File: src/rtl/servo_pwm_decoder.sv
// servo_pwm_decoder: measures high time and period of each servo PWM frame,
// decodes the pulse width into position 1..3 and flags bad frames / lost link.
//
// Ports:
//   clk, rst_n        : 50 MHz clock, asynchronous active-low reset
//   pwm_in            : asynchronous PWM input
//   width, period     : high time / rise-to-rise period of last frame (cycles)
//   position          : 1..3 for a valid frame, 0 for invalid / none
//   valid, bad_frame  : one-cycle strobes, one of them per published frame
//   signal_lost       : level, no rising edge for TIMEOUT cycles
module servo_pwm_decoder #(
    parameter int unsigned POS1_TICKS = 50_000,
    parameter int unsigned POS2_TICKS = 75_000,
    parameter int unsigned POS3_TICKS = 100_000,
    parameter int unsigned TOL_TICKS  = 5_000,
    parameter int unsigned PERIOD_MIN = 900_000,
    parameter int unsigned PERIOD_MAX = 1_100_000,
    parameter int unsigned TIMEOUT    = 2_000_000,
    parameter int unsigned CW         = 21
) (
    input  logic          clk,
    input  logic          rst_n,
    input  logic          pwm_in,
    output logic [CW-1:0] width,
    output logic [CW-1:0] period,
    output logic [1:0]    position,
    output logic          valid,
    output logic          bad_frame,
    output logic          signal_lost
);

    localparam logic [CW:0]   P1   = (CW+1)'(POS1_TICKS);
    localparam logic [CW:0]   P2   = (CW+1)'(POS2_TICKS);
    localparam logic [CW:0]   P3   = (CW+1)'(POS3_TICKS);
    localparam logic [CW:0]   TOL  = (CW+1)'(TOL_TICKS);
    localparam logic [CW-1:0] PMIN = CW'(PERIOD_MIN);
    localparam logic [CW-1:0] PMAX = CW'(PERIOD_MAX);
    localparam logic [CW-1:0] TMO  = CW'(TIMEOUT);
    localparam logic [CW-1:0] ONE  = CW'(1);

    typedef enum logic [1:0] {
        WAIT_RISE = 2'd0,
        MEAS_HIGH = 2'd1,
        MEAS_LOW  = 2'd2
    } state_e;

    state_e        state_q, state_d;
    logic          s1_q, s2_q, s3_q;
    logic [1:0]    prime_q, prime_d;
    logic          armed_q, armed_d;
    logic [CW-1:0] hi_cnt_q, hi_cnt_d;
    logic [CW-1:0] per_cnt_q, per_cnt_d;
    logic [CW-1:0] hi_lat_q, hi_lat_d;
    logic [CW-1:0] width_q, width_d;
    logic [CW-1:0] period_q, period_d;
    logic [1:0]    pos_q, pos_d;
    logic          valid_q, valid_d;
    logic          bad_q, bad_d;
    logic          lost_q, lost_d;

    logic          rise, fall;
    logic          per_sat;
    logic [CW-1:0] per_inc;
    logic [CW:0]   hi_ext, d1, d2, d3;
    logic          in1, in2, in3, per_ok;
    logic [1:0]    hit;

    assign rise = s2_q & ~s3_q;
    assign fall = ~s2_q & s3_q;

    assign per_sat = (per_cnt_q == TMO);
    assign per_inc = per_sat ? per_cnt_q : per_cnt_q + ONE;

    // Widen by one bit so |hi_lat - nominal| can never wrap.
    assign hi_ext = {1'b0, hi_lat_q};
    assign d1 = (hi_ext >= P1) ? hi_ext - P1 : P1 - hi_ext;
    assign d2 = (hi_ext >= P2) ? hi_ext - P2 : P2 - hi_ext;
    assign d3 = (hi_ext >= P3) ? hi_ext - P3 : P3 - hi_ext;
    assign in1 = (d1 <= TOL);
    assign in2 = (d2 <= TOL);
    assign in3 = (d3 <= TOL);
    assign hit = in1 ? 2'd1 : in2 ? 2'd2 : in3 ? 2'd3 : 2'd0;
    assign per_ok = (per_cnt_q >= PMIN) && (per_cnt_q <= PMAX);

    // A rise is only trusted once the synchronizer has shown a real low
    // after reset; an input already high at release is a partial frame.
    assign prime_d = {prime_q[0], 1'b1};
    assign armed_d = armed_q | (prime_q[1] & ~s2_q);

    always_comb begin
        state_d   = state_q;
        hi_cnt_d  = hi_cnt_q;
        per_cnt_d = per_cnt_q;
        hi_lat_d  = hi_lat_q;
        width_d   = width_q;
        period_d  = period_q;
        pos_d     = pos_q;
        valid_d   = 1'b0;
        bad_d     = 1'b0;
        lost_d    = lost_q;
        unique case (state_q)
            WAIT_RISE: begin
                if (rise && armed_q) begin
                    hi_cnt_d  = ONE;
                    per_cnt_d = ONE;
                    state_d   = MEAS_HIGH;
                end
            end
            MEAS_HIGH: begin
                if (per_sat) begin
                    state_d = WAIT_RISE;
                    lost_d  = 1'b1;
                    pos_d   = 2'd0;
                end else begin
                    per_cnt_d = per_inc;
                    if (fall) begin
                        hi_lat_d = hi_cnt_q;
                        state_d  = MEAS_LOW;
                    end else begin
                        hi_cnt_d = hi_cnt_q + ONE;
                    end
                end
            end
            MEAS_LOW: begin
                // Rise beats timeout: the frame publishes with the
                // saturated period and so decodes as bad.
                if (rise) begin
                    width_d  = hi_lat_q;
                    period_d = per_cnt_q;
                    lost_d   = 1'b0;
                    if (per_ok && (hit != 2'd0)) begin
                        pos_d   = hit;
                        valid_d = 1'b1;
                    end else begin
                        pos_d = 2'd0;
                        bad_d = 1'b1;
                    end
                    hi_cnt_d  = ONE;
                    per_cnt_d = ONE;
                    state_d   = MEAS_HIGH;
                end else if (per_sat) begin
                    state_d = WAIT_RISE;
                    lost_d  = 1'b1;
                    pos_d   = 2'd0;
                end else begin
                    per_cnt_d = per_inc;
                end
            end
            default: begin
                state_d = WAIT_RISE;
            end
        endcase
    end

    always_ff @(posedge clk or negedge rst_n) begin
        if (!rst_n) begin
            s1_q      <= 1'b0;
            s2_q      <= 1'b0;
            s3_q      <= 1'b0;
            prime_q   <= 2'b00;
            armed_q   <= 1'b0;
            state_q   <= WAIT_RISE;
            hi_cnt_q  <= '0;
            per_cnt_q <= '0;
            hi_lat_q  <= '0;
            width_q   <= '0;
            period_q  <= '0;
            pos_q     <= 2'd0;
            valid_q   <= 1'b0;
            bad_q     <= 1'b0;
            lost_q    <= 1'b1;
        end else begin
            s1_q      <= pwm_in;
            s2_q      <= s1_q;
            s3_q      <= s2_q;
            prime_q   <= prime_d;
            armed_q   <= armed_d;
            state_q   <= state_d;
            hi_cnt_q  <= hi_cnt_d;
            per_cnt_q <= per_cnt_d;
            hi_lat_q  <= hi_lat_d;
            width_q   <= width_d;
            period_q  <= period_d;
            pos_q     <= pos_d;
            valid_q   <= valid_d;
            bad_q     <= bad_d;
            lost_q    <= lost_d;
        end
    end

    assign width       = width_q;
    assign period      = period_q;
    assign position    = pos_q;
    assign valid       = valid_q;
    assign bad_frame   = bad_q;
    assign signal_lost = lost_q;

endmodule

File: config.mk
export PLATFORM = sky130hd
export DESIGN_NAME = servo_pwm_decoder
export DESIGN_NICKNAME = d
export VERILOG_FILES = /design/src/rtl/servo_pwm_decoder.sv
export SDC_FILE = /design/constraint.sdc
export NUM_CORES = 1
export LEC_CHECK = 0
export ABC_CLOCK_PERIOD_IN_PS = 3060
export CAP_MARGIN = 20
export CORE_MARGIN = 3
export CORE_UTILIZATION = 55
export DETAILED_ROUTE_END_ITERATION = 8
export PLACE_DENSITY = 0.79
export SYNTH_ARGS = -nofsm -noshare
export SYNTH_HDL_FRONTEND = slang
export SYNTH_SLANG_ARGS = --single-unit
File: constraint.sdc
create_clock -name clk -period 3.06 [get_ports clk]
set_input_delay 0.306 -clock clk [delete_from_list [all_inputs] [get_ports clk]]
set_output_delay 0.306 -clock clk [all_outputs]
set_load 0.01 [all_outputs]
==> flow_summary.ini <==
[run_status]
status = finished with violations
violations = setup timing

[synth]
yosys.area.top_type = dfrtp_1
synth_area_per_cell_um2 = 8.22
synth.top_cell.area_share_pct = 36.3
synth_edf_count = 0
synthTopCellsByArea = dfrtp_1, nand2_1, o21ai_0
yosysSeqAreaShare_pct = 36.6
syn-num-nets = 1006
synth-seq-cells = 118
mappedNetlistArea_um2 = 8060
ys.flop_type = dfrtp_1
synthCells = 981
async_flop_share_pct = 100
ys_types = 80
ys_warn_count = 0

[clocking]
insertion_delay_ns = 0.42
cts_sinks = 118
cts_buffers = 17
cts_buffer_depth = 2
clkTransAtPathRegs_ns = 0.06
cts_root_buffer = clkbuf_16
cts.htree.levels = 4
tritoncts = built

[routing]
drtAntennaViolNets = 0
via_per_inst = 6.45
vias = 8442
avgRoutedWirePerCell_um = 20.2
wirelength_um = 26400
drt_iter0_markers = 979
dr.pass1.iters = 5
drc_errors = 0

[worst_setup_path]
start_kind = flop
cp-end-kind = flop
criticalPathCategory = flop to flop
cp_cell_sequence = or3_1 > nand2b_1 > a31oi_4 > nand2_1 > buf_4 > o41ai_1 > xnor2_1 > and4_1 > and3_2 > o211a_1
slowest_delay_ns = 0.41
path_max_fanout = 9
critPathSlowestCell = dfrtp_1
crit_required_ns = 3.36
cp.arrival_ns = 3.48

[sta]
fin_crit_ns = 3.17
fin_crit_sh_pct = 104
hold_slack_ns = 0.335
hold_violations = 0
fin_skew_ns = 0.00706
drv_slew = 0
clock.fmax_mhz = 315
tightest_slew_ns = 0.830
slew_headroom_pct = 44.5
finalWorstSetupSlack_ns = -0.113
rsz0062_at_grt = yes
setup_viol = 3

[floorplanning]
die_h_um = 127
die_x_um = 127
start_util_pct = 57.2
die_area_um2 = 16100
coreArea_um2 = 14100
rows = 43
io_pins = 50

[power]
pwr-share-comb_pct = 24.6
leakage_nw = 4.64
p_int_mw = 3.35
seqPwrFrac_pct = 35.5
p_switching_mw = 1.63
p_sw_share_pct = 32.7
p_clk_share_pct = 39.9
power_density_nw_per_um2 = 482
ir_drop_mv = 0.604

[global_route]
grt_pass1_wl_um = 41500
grt_pass1_vias = 8102
grt_util_all_layers_pct = 32.2
grt_start_max_net_pins = 62
antenna_found_initial = 0
globalRouteOverflowTotal = 0

[finish]
drive_above_1_share_pct = 22.0
final_core_utilization_pct = 73.4
area_growth_pct = 28.2
insertedDiodeCount = 0
mostFrequentLayoutCells = nand2_1, buf_4, dfrtp_1
nets = 1140
stdcell_area_um2 = 10300
fillers = 1038
final_common_cell = nand2_1

[hold_path]
holdCritPathClass = input port to flop

[run]
maxCapViolations = 0

[placement]
place_hpwl_um = 18600
portBuffers = 49
place_area_um2 = 9490
gp_congestion = 1.01
[synth_stat cells (20+ instances only)]
cell and number:
xor2_1 25, nor2_1 73, nand3_1 30, o21ai_0 62, nand2_1 163, nand4_1 21
mux2_2 21, dfrtp_1 117, a21oi_1 51, a31oi_1 22, nor3_1 22, clkbuf_1 55
xnor2_1 20, ha_1 22
[registers in the layout, indices dropped and copies added, names as in the netlist, 2 cells and up]
signal	count
prime_q	2
hi_lat_q	21
hi_cnt_q	21
position	2
width	21
period	21
state_q	2
per_cnt_q	21
[through the flow]
| stage | TNS [ns] | power, mW | setup WS, ns | std cells |
|---|---|---|---|---|
| CTS | -0.0564 | 4.95 | -0.0288 | 1300 |
| floorplan | 0 | 2.45 | 0.000717 | 981 |
| detailed placement | -0.290 | 2.96 | -0.100 | 1265 |
| global placement | -0.267 | 2.92 | -0.0976 | 1265 |
| finish | -0.295 | 4.98 | -0.113 | 1308 |
| global route | -0.904 | 5.20 | -0.268 | 1308 |
[worst paths after layout]
| kind | cells after the start | end | from | slack, ns |
|---|---|---|---|---|
| setup / recovery | 10 | valid | hi_lat_q[19] | -0.11 |
| hold / removal | 1 | s1_q | pwm_in | 0.34 |
| setup reg to reg | 10 | valid | hi_lat_q[19] | -0.11 |
| hold reg to reg | 0 | prime_q[1] | prime_q[0] | 0.35 |
| max in group asynchronous | 3 | signal_lost | rst_n | 1.74 |
| min in group asynchronous | 2 | width[5] | rst_n | 0.52 |
[area by class of cell]
| cell class | count | area (µm²) | share of cell area (%) |
|---|---|---|---|
| tap | 180 | 225 | 2.18 |
| clock buffer | 18 | 429 | 4.15 |
| inverter | 21 | 78.8 | 0.762 |
| sequential | 118 | 2960 | 28.6 |
| timing repair buffer | 182 | 1530 | 14.8 |
| clock inverter | 14 | 161 | 1.56 |
| multi-input combinational | 775 | 4950 | 47.9 |
[kinds of logic (layout without fill, tap and decap cells)]
group           Yosys count  in the layout  share of synthesized area [%]
compound gates          251            252                           20.6
xor+xnor                 45             45                           4.89
fa+ha+maj                22             22                           3.41
buf+inv                  89            235                           4.45
flops                   118            118                           36.6
mux                      26             26                           3.71
other cells               1              1                         0.0465
simple gates            429            429                           26.2
[routing by layer]
| layer | share of wire (%) | wire length, µm | global-route usage [%] |
|---|---|---|---|
| met5 | 0 | 0 | 0 |
| met4 | 5.2 | 1370 | 17.5 |
| met3 | 8.7 | 2300 | 6.77 |
| met2 | 46 | 12100 | 49.2 |
| met1 | 40 | 10600 | 43.1 |
[power groups by stage]
stage                     logic (mW)  registers [mW]  clock network, mW
after global placement          1.13            1.78                  0
after global routing            1.33            1.78               2.09
after CTS                       1.18            1.76               2.01
final                           1.23            1.77               1.99
after floorplan                0.680            1.77                  0
after detailed placement        1.17            1.79                  0
[critical path, delay by kind of cell, from the launching register on]
kind                   cells  cell delay (ns)
flip-flops                 1             0.41
buffers and inverters      1             0.20
AO/OA/AOI/OAI              3             0.94
AND/OR/NAND/NOR            5             1.40
XOR/XNOR                   1             0.10
[what timing repair did]
| item | 4_1_cts | 5_1_grt |
|---|---|---|
| hold buffers | 1 | 0 |
| pin swaps | 3 | 6 |
| setup endpoints to repair | 4 | 7 |
| gates resized for setup | 10 | 33 |
| buffers inserted | 2 | 7 |
| gates cloned | 0 | 1 |
| hold endpoints to repair | 16 | 0 |
(Power assumes the default switching activity.)
==> edit, RTL diff (same settings) <==
Register the input `pwm_in` before use. The logic sees it one clock later.
--- a/src/rtl/servo_pwm_decoder.sv
+++ b/src/rtl/servo_pwm_decoder.sv
@@ -45,4 +45,10 @@
     } state_e;
 
+    logic pwm_q;
+
+    always_ff @(posedge clk) begin
+        pwm_q <= pwm_in;
+    end
+
     state_e        state_q, state_d;
     logic          s1_q, s2_q, s3_q;
@@ -171,5 +177,5 @@
             lost_q    <= 1'b1;
         end else begin
-            s1_q      <= pwm_in;
+            s1_q      <= pwm_q;
             s2_q      <= s1_q;
             s3_q      <= s2_q;
Function: changed (Yosys sat finds a counterexample within 10 cycles, from zero or initial values and one cycle with rst_n low).
==> edit against the original RTL <==
- the flow still finishes with violations (negative setup slack)
- sequential power is essentially flat
- routed wire length shrank 0.11%
- count of clock-buffer cells in the layout is the same
- worst setup slack gained 0.069 ns
- first-iteration DRC count grew 0.41%
- maximum frequency grew 2.2%
- area after synthesis grew 0.25%
- power shrank 1.9%
- sequential share of layout area shrank 0.56 points
- final area grew 2.8%
- sequential cell count grew 1
- largest cell class unchanged
==> edit: results (changes against the original RTL) <==
[status]
status=complete, but fails checks  ; unchanged
violations=negative setup slack  ; unchanged

[drt]
drtPass1Iterations=5  ; unchanged
wire_per_inst_um=19.8  ; was 20.2 um
num_vias=8368  ; was 8442
drt_iter0_drc=983  ; was 979

[critical_path]
crit_path_end=valid  ; unchanged
crit_arrival_ns=3.41  ; was 3.48 ns
r2r_slack_ns=-0.04  ; was -0.11 ns
startpoint_type=flip-flop  ; unchanged
reg2reg_depth=11  ; was 10
path_max_fanout=7  ; was 9
r2r-start=hi_lat_q[11]  ; was hi_lat_q[19]

[placement]
place_hpwl_um=19100  ; was 18600 um
place_congestion=0.993  ; was 1.01
io_buffers=49  ; unchanged

[yosys]
syn_nets=1007  ; was 1006
ys.flop_type=dfrtp_1  ; unchanged
yosysUniqueCellTypes=81  ; was 80
synthArstFlopShare_pct=99.2  ; was 100%
ys_warn_count=0  ; unchanged
yosysSeqAreaShare_pct=36.8  ; was 36.6%
synthTopCellsByArea=dfrtp_1 36%, nand2_1 7.6%, o21ai_0 3.8%, ha_1 3.4%, nor2_1 3.4%  ; unchanged
synthTopCellsByCount=163 x nand2_1, 117 x dfrtp_1, 73 x nor2_1  ; unchanged

[power]
ir_worst_vdd_mv=0.623  ; was 0.604 mV
power_leakage_nw=4.75  ; was 4.64 nW

[sta]
skew_ns=0.00915  ; was 0.00706 ns
relSlewSlack_pct=53.3  ; was 44.5%
finalWorstSetupSlack_ns=-0.0446  ; was -0.113 ns
setup_viol=3  ; unchanged

[worst_hold_path]
hold_class=in2reg  ; unchanged

[clock_network]
cts-root-buf=clkbuf_16  ; unchanged
htreeDepth=4  ; unchanged
clock_path_buffers=2  ; unchanged
path_clk_slew_ns=0.06  ; about the same
clk_latency_ns=0.42  ; about the same
cts-buffers-inserted=17  ; unchanged

[finish]
nNetsFinal=1162  ; was 1140
final.fill_count=1034  ; was 1038
diodes=0  ; unchanged
drive_gt1_share_pct=24.7  ; was 22.0%

[global_routing]
antenna_found_initial=0  ; unchanged
grt_pass1_wl_um=42800  ; was 41500 um
grt_max_degree=70  ; was 62
grt_usage_pct=33.1  ; was 32.2%
grt_pass1_vias=8138  ; was 8102

-- edit: cell type report --
class	instances	area share (%)
clock buffers	18	4.13
clock inverters	14	1.32
inverters	21	0.742
multi-input cells	774	47.4
flip-flops and latches	119	28.0
well taps	180	2.12
repair buffers	204	16.3
-- edit: worst max-delay path, stage by stage, from the launching register on --
cell	delay [ns]
dfrtp_1	0.39
buf_4	0.14
or4_4	0.44
or4_4	0.47
and3_4	0.22
buf_6	0.13
mux2i_4	0.18
xnor2_2	0.18
o311ai_2	0.12
and4bb_1	0.27
or2_1	0.24
o211a_1	0.22
-- edit: worst min path at each step --
| stage | startpoint | endpoint | slack, ns | cells after the start |
|---|---|---|---|---|
| 2_1_floorplan | rst_n | armed_q | 0.01 | 0 |
| 3_3_place_gp | pwm_q | s1_q | 0.32 | 0 |
| 3_5_place_dp | pwm_q | s1_q | 0.33 | 0 |
| 4_1_cts | pwm_in | pwm_q | 0.33 | 1 |
| 5_1_grt | pwm_q | s1_q | 0.34 | 0 |
| 6_report | pwm_in | pwm_q | 0.33 | 1 |
-- edit: metal layers --
metal | track usage (%) | up-vias | wire length (um)
met1 | 47.0 | 4049 | 11500
met2 | 53.1 | 379 | 12400
li1 | - | 3870 | -
met4 | 9.72 | 0 | 661
met3 | 4.56 | 70 | 1800
met5 | 0 | - | 0
-- edit: kinds of logic (layout without fill, tap and decap cells) --
| group | after synthesis | after routing | share of synthesized area [%] |
|---|---|---|---|
| adders and majority gates | 22 | 22 | 3.41 |
| buffers and inverters | 89 | 257 | 4.44 |
| and+or+nand+nor | 429 | 429 | 26.2 |
| DFF | 119 | 119 | 36.8 |
| AOI/OAI and AO/OA | 251 | 251 | 20.6 |
| other | 1 | 1 | 0.0464 |
| muxes | 26 | 26 | 3.70 |
| xor gates and xnor gates | 45 | 45 | 4.88 |
-- edit: timing repair --
| item | in CTS | in global routing |
|---|---|---|
| resized for setup | 25 | 42 |
| pin swaps | 7 | 13 |
| buffers inserted | 8 | 4 |
| setup endpoints to repair | 4 | 4 |
| hold buffers | 1 | 0 |
| endpoints found under the hold margin | 48 | 0 |
-- edit: report_power, final --
part           total, mW  internal, mW  switching (mW)
Combinational       1.17         0.455           0.716
Clock               1.95          1.16           0.786
Sequential          1.77          1.67           0.102
-- edit: stage by stage --
step	std cells	power, mW	setup TNS [ns]	instance area, um2	setup WS, ns
final	1330	4.89	-0.113	10600	-0.0446
after global routing	1330	5.09	-0.470	10600	-0.152
after CTS	1326	4.88	-0.0431	10400	-0.0219
after detailed placement	1286	2.88	-0.463	9670	-0.164
after global placement	1286	2.85	-0.332	9670	-0.135
after floorplan	982	2.41	0	8110	0.000717
